## config.mk

```make
export PLATFORM = sky130hd
export DESIGN_NAME = noc_from_arb_flat
export DESIGN_NICKNAME = d
export VERILOG_FILES = /design/src/rtl/noc_arb_pkg.sv /design/src/rtl/noc_from_arb_if.sv /design/src/rtl/noc_from_arb_rr_pick.sv /design/src/rtl/noc_from_arb.sv /design/src/flat_wrapper.sv
export SDC_FILE = /design/constraint.sdc
export NUM_CORES = 1
export LEC_CHECK = 0
export BUFFER_PORTS_ARGS = -buffer_cell sky130_fd_sc_hd__buf_4
export CAP_MARGIN = 0
export CORE_MARGIN = 3
export CORE_UTILIZATION = 44
export CTS_CLUSTER_SIZE = 20
export DETAILED_ROUTE_END_ITERATION = 8
export GPL_ROUTABILITY_DRIVEN = 0
export GPL_TIMING_DRIVEN = 0
export PLACE_DENSITY = 0.71
export SETUP_SLACK_MARGIN = 0.15
export SLEW_MARGIN = 15
export SYNTH_ARGS = -nofsm -noshare
export SYNTH_HDL_FRONTEND = slang
export SYNTH_SLANG_ARGS = --single-unit
```

## constraint.sdc

```tcl
create_clock -name clk -period 3.8 [get_ports clk]
set_input_delay 0.76 -clock clk [delete_from_list [all_inputs] [get_ports clk]]
set_output_delay 0.76 -clock clk [all_outputs]
set_load 0.1 [all_outputs]
```

## src/rtl/noc_arb_pkg.sv

```systemverilog
// noc_from_arb shared types: FSM states, link byte layout, idle byte.
// Imported by the arbiter top and its round-robin picker.
package noc_arb_pkg;

    typedef enum logic [1:0] {
        ST_IDLE,
        ST_SEND,
        ST_GAP
    } state_t;

    localparam logic       IDLE_CTL  = 1'b1;
    localparam logic [7:0] IDLE_DATA = 8'h00;

    typedef struct packed {
        logic       ctl;
        logic [7:0] data;
    } link_byte_t;

    localparam link_byte_t IDLE_BYTE = '{ctl: IDLE_CTL, data: IDLE_DATA};

endpackage

```

## src/rtl/noc_from_arb_if.sv

```systemverilog
// Source-side byte handshake bundle for noc_from_arb.
// master = response sources, slave = arbiter.
interface noc_from_arb_if #(
    parameter int N = 4
);
    logic [N-1:0]      src_valid;
    logic [N-1:0]      src_ctl;
    logic [N-1:0][7:0] src_data;
    logic [N-1:0]      src_last;
    logic [N-1:0]      src_ready;

    modport master (
        output src_valid, src_ctl, src_data, src_last,
        input  src_ready
    );

    modport slave (
        input  src_valid, src_ctl, src_data, src_last,
        output src_ready
    );
endinterface

```

## src/rtl/noc_from_arb_rr_pick.sv

```systemverilog
// rr_pick: combinational round-robin winner, search from ptr+1 mod N.
// One-hot output, all zero when nothing requests.
module rr_pick
    import noc_arb_pkg::*;
#(
    parameter  int N  = 4,
    localparam int PW = $clog2(N)
) (
    input  logic [N-1:0]  req,
    input  logic [PW-1:0] ptr,
    output logic [N-1:0]  win
);
    always_comb begin
        logic [PW-1:0] idx;
        logic          hit;
        win = '0;
        hit = 1'b0;
        idx = '0;
        for (int k = 1; k <= N; k++) begin
            idx = PW'((32'(ptr) + 32'(k)) % N);
            if (!hit && req[idx]) begin
                win[idx] = 1'b1;
                hit      = 1'b1;
            end
        end
    end
endmodule

```

## src/rtl/noc_from_arb.sv

```systemverilog
// noc_from_arb: packet round-robin arbiter onto the byte-serial from-dev link.
// Optional per-source packet counters with NOC_ARB_STATS_EN.
module noc_from_arb
    import noc_arb_pkg::*;
#(
    parameter int N   = 4,
    parameter int GAP = 1,
    parameter int TMO = 15
) (
    input  logic        clk,
    input  logic        reset,
    noc_from_arb_if.slave src,
    output logic        noc_from_dev_ctl,
    output logic [7:0]  noc_from_dev_data,
    output logic        err
`ifdef NOC_ARB_STATS_EN
    ,
    output logic [N-1:0][15:0] pkt_cnt
`endif
);
    localparam int PW = $clog2(N);

    state_t        state_q, state_d;
    logic [N-1:0]  gnt_q, win;
    logic [PW-1:0] ptr_q, win_idx;
    logic [7:0]    bub_q;
    logic [2:0]    gap_q;
    link_byte_t    link_q, link_d, g_byte;
    logic          g_valid, g_last;
    logic          acc, bubble, tmo_hit, gap_done;

    rr_pick #(.N(N)) u_pick (
        .req (src.src_valid),
        .ptr (ptr_q),
        .win (win)
    );

    // Only the granted source's byte is ever looked at.
    always_comb begin
        g_valid = 1'b0;
        g_last  = 1'b0;
        g_byte  = '0;
        win_idx = '0;
        for (int i = 0; i < N; i++) begin
            if (gnt_q[i]) begin
                g_valid     = src.src_valid[i];
                g_last      = src.src_last[i];
                g_byte.ctl  = src.src_ctl[i];
                g_byte.data = src.src_data[i];
            end
            if (win[i]) win_idx = PW'(i);
        end
    end

    assign acc      = (state_q == ST_SEND) && g_valid;
    assign bubble   = (state_q == ST_SEND) && !g_valid;
    assign tmo_hit  = bubble && (bub_q == 8'(TMO - 1));
    assign gap_done = (gap_q == 3'(GAP - 1));

    always_ff @(posedge clk or negedge reset) begin
        if (!reset) state_q <= ST_IDLE;
        else        state_q <= state_d;
    end

    always_comb begin
        state_d = state_q;
        unique case (state_q)
            ST_IDLE: if (|src.src_valid) state_d = ST_SEND;
            ST_SEND: if ((acc && g_last) || tmo_hit)
                         state_d = (GAP > 0) ? ST_GAP : ST_IDLE;
            ST_GAP:  if (gap_done) state_d = ST_IDLE;
            default: state_d = ST_IDLE;
        endcase
    end

    // Ready depends on state and grant only, never on valid.
    always_comb begin
        src.src_ready = '0;
        link_d        = IDLE_BYTE;
        if (state_q == ST_SEND) begin
            src.src_ready = gnt_q;
            if (g_valid) link_d = g_byte;
        end
    end

    always_ff @(posedge clk or negedge reset) begin
        if (!reset) begin
            gnt_q  <= '0;
            ptr_q  <= PW'(N - 1);
            bub_q  <= '0;
            gap_q  <= '0;
            link_q <= IDLE_BYTE;
            err    <= 1'b0;
        end else begin
            link_q <= link_d;
            if (state_d != ST_SEND) begin
                gnt_q <= '0;
            end else if (state_q == ST_IDLE) begin
                gnt_q <= win;
                ptr_q <= win_idx;
            end
            bub_q <= (bubble && !tmo_hit) ? bub_q + 8'd1 : 8'd0;
            gap_q <= (state_q == ST_GAP) ? gap_q + 3'd1 : 3'd0;
            if (tmo_hit) err <= 1'b1;
        end
    end

    assign noc_from_dev_ctl  = link_q.ctl;
    assign noc_from_dev_data = link_q.data;

`ifdef NOC_ARB_STATS_EN
    logic [N-1:0][15:0] cnt_q;

    always_ff @(posedge clk or negedge reset) begin
        if (!reset) begin
            cnt_q <= '0;
        end else begin
            for (int i = 0; i < N; i++) begin
                if (acc && g_last && gnt_q[i] && cnt_q[i] != 16'hFFFF)
                    cnt_q[i] <= cnt_q[i] + 16'd1;
            end
        end
    end

    assign pkt_cnt = cnt_q;
`endif
endmodule

```

## src/flat_wrapper.sv

```systemverilog
// flat-port wrapper written by rule: the top's interface ports become plain ports
module noc_from_arb_flat import noc_arb_pkg::*;
#(
    parameter int N   = 4,
    parameter int GAP = 1,
    parameter int TMO = 15
)
  (clk, reset, noc_from_dev_ctl, noc_from_dev_data, err, src_src_valid, src_src_ctl, src_src_data, src_src_last, src_src_ready);
  noc_from_arb_if #(.N(N)) src_i ();
  input  logic clk;
  input  logic reset;
  output logic noc_from_dev_ctl;
  output logic [7:0] noc_from_dev_data;
  output logic err;
  input wire logic [$bits(src_i.src_valid)-1:0] src_src_valid;
  input wire logic [$bits(src_i.src_ctl)-1:0] src_src_ctl;
  input wire logic [$bits(src_i.src_data)-1:0] src_src_data;
  input wire logic [$bits(src_i.src_last)-1:0] src_src_last;
  output wire logic [$bits(src_i.src_ready)-1:0] src_src_ready;
  assign src_i.src_valid = src_src_valid;
  assign src_i.src_ctl = src_src_ctl;
  assign src_i.src_data = src_src_data;
  assign src_i.src_last = src_src_last;
  assign src_src_ready = src_i.src_ready;
  noc_from_arb #(.N(N), .GAP(GAP), .TMO(TMO)) u_core (.clk(clk), .reset(reset), .src(src_i), .noc_from_dev_ctl(noc_from_dev_ctl), .noc_from_dev_data(noc_from_dev_data), .err(err));
endmodule
```

# Yosys cells after proc, flatten, opt, wreduce, memory -nomap -nowiden
# Cells that the tools add are included.
[word_totals] output_inout_bits=14 wordCells=102 regBits=29 inputBits=46
[classes] n_addsub=6 magnitude_cmp=8 reduce_logical=23 n_eq_ne=4 mux=49 bitwise=4
[ops] cell="2-to-1 mux 9 bit" count=6
[ops] cell="2-to-1 mux 4 bit" count=7
[ops] cell="2-to-1 mux 1 bit" count=20
[ops] cell="logical AND 1 bit" count=12
[ops] cell="< comparator 2 x 3 -> 1 bit (second input constant)" count=4
[ops] cell="OR 4 bit" count=3
[ops] cell="2-to-1 mux 2 bit" count=5
[ops] cell="adder 8 x 1 -> 8 bit (second input constant)" count=1
[ops] cell="binary-select mux 1 bit (select 2 bit)" count=4
[ops] cell="demux 1 bit (select 2 bit)" count=4
[ops] cell="== test 8 x 4 -> 1 bit (second input constant)" count=1
[ops] cell=">= comparator 2 x 1 -> 1 bit (second input constant)" count=4
[ops] cell="2-to-1 mux 8 bit" count=1
[ops] cell="one-hot mux 2 bit (3 select lines)" count=1
[ops] cell="zero test 1 bit" count=5
[ops] cell="adder 2 x 1 -> 2 bit (second input constant)" count=2
[ops] cell="adder 2 bit (second input constant)" count=2
[ops] cell="OR reduction 4 bit" count=1
[ops] cell="adder 3 x 1 -> 3 bit (second input constant)" count=1
[ops] cell="zero test 3 bit" count=1
[ops] cell="2-to-1 mux 3 bit" count=1
[ops] cell="== test 2 x 1 -> 1 bit (second input constant)" count=1
[ops] cell="== test 2 bit (second input constant)" count=1
[ops] cell="zero test 2 bit" count=1
[ops] cell="5 further kinds" count=5

# Longest topological paths before layout
[depth] depth_word=16 ltp_mapped=8 ltp_nobuf=7

# Cells and area by module
# From an unflattened synthesis, not the netlist that was laid out.
[unflattened] cells_unflattened=201 area_unflattened_um2=1874.3
[modules_own_cells] mod="noc_from_arb" area_per_inst_um2=1516.5 seq_area_each_um2=729.4 instances=1 cells_per_inst=163
[modules_own_cells] mod="rr_pick" area_per_inst_um2=357.8 seq_area_each_um2=0.0 instances=1 cells_per_inst=38

# Worst setup path after synthesis
# OpenSTA, ideal clock, no wires.
[synth_timing] kind="reg-to-output" from="register u_core.gnt_q[2]" to="output src_src_ready[2]" t_arrival_ps=1904 path_stages_with_launch=3 slack_ps=1136 path_buffers=0 required_ps=3040 path_cell_list="dfrtp_1 > clkinv_1 > nor2_1"
[synth_between] elab_chain_len=1
[synth_rtl] element="from (decl)" line_no="noc_from_arb.sv:24" text="logic [N-1:0] gnt_q, win;"
[synth_rtl] element="from (signal assigned)" line_no="noc_from_arb.sv:99" text="gnt_q <= win;"
[synth_rtl] element="2-to-1 mux 4 bit" line_no="noc_from_arb.sv:80" text="if (state_q == ST_SEND) begin"
[synth_rtl] element="to (decl)" line_no="flat_wrapper.sv:19" text="output wire logic [$bits(src_i.src_ready)-1:0] src_src_ready;"
# No other way between the ends.

# Worst setup path after layout
[layout_timing] from="register u_core.ptr_q[0]" to="register u_core.ptr_q[0]"
[layout_between] elab_chain_len=16 elab_cells_between_ends=51
[layout_rtl] element="from (decl)" line_no="noc_from_arb.sv:25" text="logic [PW-1:0] ptr_q, win_idx;"
[layout_rtl] element="from (signal assigned)" line_no="noc_from_arb.sv:89" text="ptr_q <= PW'(N - 1);"
[layout_rtl] element="from (signal assigned)" line_no="noc_from_arb.sv:100" text="ptr_q <= win_idx;"
[layout_rtl] element="parallel branches: the longest is 12 deep, another holds < comparator 2 x 3 -> 1 bit"
[layout_rtl] element="2-to-1 mux 4 bit *" line_no="noc_from_arb_rr_pick.sv:21" text="if (!hit && req[idx]) begin"
[layout_rtl] element="2-to-1 mux 1 bit" line_no="noc_from_arb.sv:51" text="if (win[i]) win_idx = PW'(i);"
[layout_rtl] element="2-to-1 mux 2 bit" line_no="noc_from_arb.sv:51"
[layout_rtl] element="2-to-1 mux 2 bit *" line_no="noc_from_arb.sv:51"
# Mark *: on every way between the ends. The select of a mux whose other input is x is not followed.
# A chain may end at the register's enable or synchronous reset.

==> flow_summary_export.csv <==
group,metric,value,unit
grt,grt_busiest_layer,"met2",
floorplan,rows,22,
floorplan,io_pins,60,
sta,setup_violations,0,
worst_setup_path,critPathMaxFanout,10,
pwr,p_comb_share,59.3,%
sta,finalHoldViolations,0,
worst_setup_path,worstPathRequired,3.99,ns
yosys,synth-simple-area-share,23.7,%
sta,grt_setup_unrepaired,"no",
grt,use_met2,29.8,%
drt,via_per_inst,5.58,
layout,layout.cells.non_filler,306,
floorplan,start_util,47.4,%
sta,final_max_slew_viol_count,0,
clock_network,clkTransAtPathRegs,0.06,ns
drt,routed-via-count,1706,
sta,tns,0,ns
yosys,netlist_instances,191,
floorplan,core,3830,um2
layout,regArea,729,um2
clock_network,htreeDepth,2,
yosys,synth_compound_area_share,16.7,%
yosys,ys.flop_type,"dfrtp_1",
worst_setup_path,rrSetupSlack,1.21,ns
grt,grt_pass1_vias,1553,
clock_network,post_cts_resized,0,
sta,min_period_over_period,68.1,%
yosys,synth_top_family_by_area,"simple AND/OR/NAND/NOR gates",
clock_network,cts_max_path_buffers,2,
placed_design,dp_cells,298,
yosys,synthAdderAreaFrac,7.58,%
worst_setup_path,reg2reg_from,"u_core.ptr_q[0]",
pwr,p_int,0.00100,W
sta,fin_worst_skew,0.00653,ns
yosys,post-synth-top-count-cell,"nor2_1",
grt,groute.usage.overall,19.3,%
sta,relSlewSlack,47.1,%
worst_setup_path,cp.arrival,2.78,ns
layout,fillers,354,
clock_network,cts_setup_buffers,0,
grt,gr-total-overflow,0,
yosys,syn-num-nets,248,
sta,fmax,387,MHz
drt,wl_per_cell,15.3,um
yosys,synth-seq-area-share,40.2,%
yosys,yosys_register_bits,29,
pwr,swShare,49.2,%
pwr,power_density,809,nW/um2
yosys,synth_edf_count,0,
yosys,yosys_warnings,0,
placed_design,dpl.hpwl,3.52,mm
yosys,synth_top_area_share,35.8,%
yosys,async_flop_share,100,%
clock_network,cts_root_buf,"clkbuf_8",
grt,use_met1,26.6,%
floorplan,die-area,4930,um2
yosys,synth_common_cells,"33 x nor2_1, 26 x dfrtp_1, 14 x a21oi_1, 11 x a221oi_1, 11 x ha_1",
grt,antenna_found_initial,0,
flow_run,drv_cap,0,
drt,detail-route-antenna-nets,0,
worst_setup_path,end_kind,"flop",
pwr,pwr-share-seq,23.9,%
worst_setup_path,worstSetupStartpointType,"flop",
floorplan,die_width,70.2,um
placed_design,port_buffers,59,
drt,routed_wl,4.69,mm
clock_network,tritoncts,"done",
drt,drc_errors,0,
outcome,status,"complete, no violations",
worst_setup_path,rr_endpoint,"u_core.ptr_q[0]",
pwr,power.switching,0.000968,W
yosys,synth.avg_cell_area,9.51,um2
drt,drt-initial-drc-count,56,
yosys,yosys.area.top_type,"dfrtp_1",
yosys,ys_types,38,
clock_network,clock_latency,0.28,ns
yosys,synthXorXnorAreaFrac,3.38,%
clock_network,cts_buffers,5,
pwr,total_leakage_power,1.13,nW
sta,tightest_slew,0.789,ns
layout,fin_nets,314,
floorplan,die_y,70.2,um
layout,multi_input_area,1030,um2
grt,met3_usage,3.88,%
pwr,ir_worst_vdd,0.449,mV
worst_setup_path,criticalPathCategory,"reg -> reg",
layout,num_antenna_cells,0,
worst_setup_path,reg2regPathDepth,8,
drt,first_pass_iters,4,
yosys,synthMuxAreaShare,5.17,%
yosys,syn_area,1820,um2
sta,period_needed,2.59,ns
clock_network,postCtsHoldBufs,0,
grt,grt_max_degree,30,
yosys,post_synth_main_area_contributors,"dfrtp_1 36%, ha_1 7.6%, nor2_1 6.8%, a221oi_1 5.3%, dfstp_2 4.3%",
worst_hold_path,holdCritPathClass,"in -> async",
grt,grt_pass1_wl,7.53,mm
layout,syn_to_final_growth,34.1,%
clock_network,clock-sinks,29,
pwr,p_clk_share,16.8,%
layout,drive_above_1_share,29.5,%
## power by group through the flow
stage | registers [W] | clock network, W | logic [W]
after floorplan | 0.000665 | 0 | 0.000692
after global placement | 0.000470 | 0 | 0.00115
after detailed placement | 0.000475 | 0 | 0.00116
after CTS | 0.000469 | 0.000336 | 0.00117
after global routing | 0.000486 | 0.000350 | 0.00125
final | 0.000470 | 0.000331 | 0.00117
## layout by cell type, fill, tap and decap left out, drive strengths merged, types with 2 or more instances in the layout
cell,instances
ha,11
xnor2,3
a21oi,14
a31oi,2
o21ai,4
nand3b,4
nand3,2
nand2b,3
nand4,2
a221oi,11
nor3,10
and2,8
clkbuf,12
buf,60
o2bb2ai,5
mux4,4
dfrtp,26
nand2,9
inv,7
xor2,4
nor2b,7
nor2,33
dfstp,3
## area by class of cell
cell class | count | area share (%)
well taps | 48 | 2.47
repair buffers | 59 | 18.2
inverters | 8 | 1.23
flip-flops and latches | 29 | 30.0
plain buffers | 6 | 1.23
multi-input cells | 148 | 42.1
clock buffers | 7 | 3.55
clock inverters | 1 | 1.23
## critical path: stages (launching register included)
cell      delay (ns)
dfstp_2         0.57
buf_6           0.14
inv_1           0.09
ha_1            0.35
mux4_2          0.43
nor4b_4         0.39
and2_1          0.20
o211ai_1        0.10
a31oi_1         0.23
## flip-flops by register name (all words and copies together) (netlist names)
register                  count
u_core.err                    1
u_core.state_q                2
u_core.gap_q                  3
u_core.gnt_q                  4
u_core.noc_from_dev_ctl       1
u_core.ptr_q                  2
u_core.noc_from_dev_data      8
u_core.bub_q                  8
## per-stage QoR
step / setup WS [ns] / power [W] / hold slack [ns] / area, um2 / utilization, %
after floorplan: 1.14 / 0.00136 / 0.432 / 1820 / -
after global placement: 1.28 / 0.00162 / 0.446 / 2320 / 60.6
after detailed placement: 1.25 / 0.00164 / 0.449 / 2320 / 60.6
after CTS: 1.22 / 0.00197 / 0.414 / 2430 / 63.6
after global routing: 1.05 / 0.00209 / 0.423 / 2430 / 63.6
final: 1.21 / 0.00197 / 0.399 / 2430 / 63.6
## logic make-up (layout without fill, tap and decap cells)
family	Yosys count	after routing
and+or+nand+nor	83	83
DFF	29	29
xor gates and xnor gates	7	7
adders and majority gates	11	11
buffers and inverters	14	81
muxes	4	4
AOI/OAI and AO/OA	43	43
## worst max path at each step
| stage | start | endpoint |
|---|---|---|
| 4_1_cts | u_core.ptr_q[0] | u_core.ptr_q[0] |
| 5_1_grt | u_core.ptr_q[0] | u_core.ptr_q[0] |
| 2_1_floorplan | u_core.gnt_q[2] | src_src_ready[2] |
| 6_report | u_core.ptr_q[0] | u_core.ptr_q[0] |
| 3_3_place_gp | u_core.ptr_q[0] | u_core.ptr_q[0] |
| 3_5_place_dp | u_core.ptr_q[0] | u_core.ptr_q[0] |
## metal layers
layer  vias up  wire length [um]
met5         -                 0
met4         0                97
met3        13               198
met2        59              2260
met1       817              2140
li1        817                 -
(Power assumes the default switching activity.)
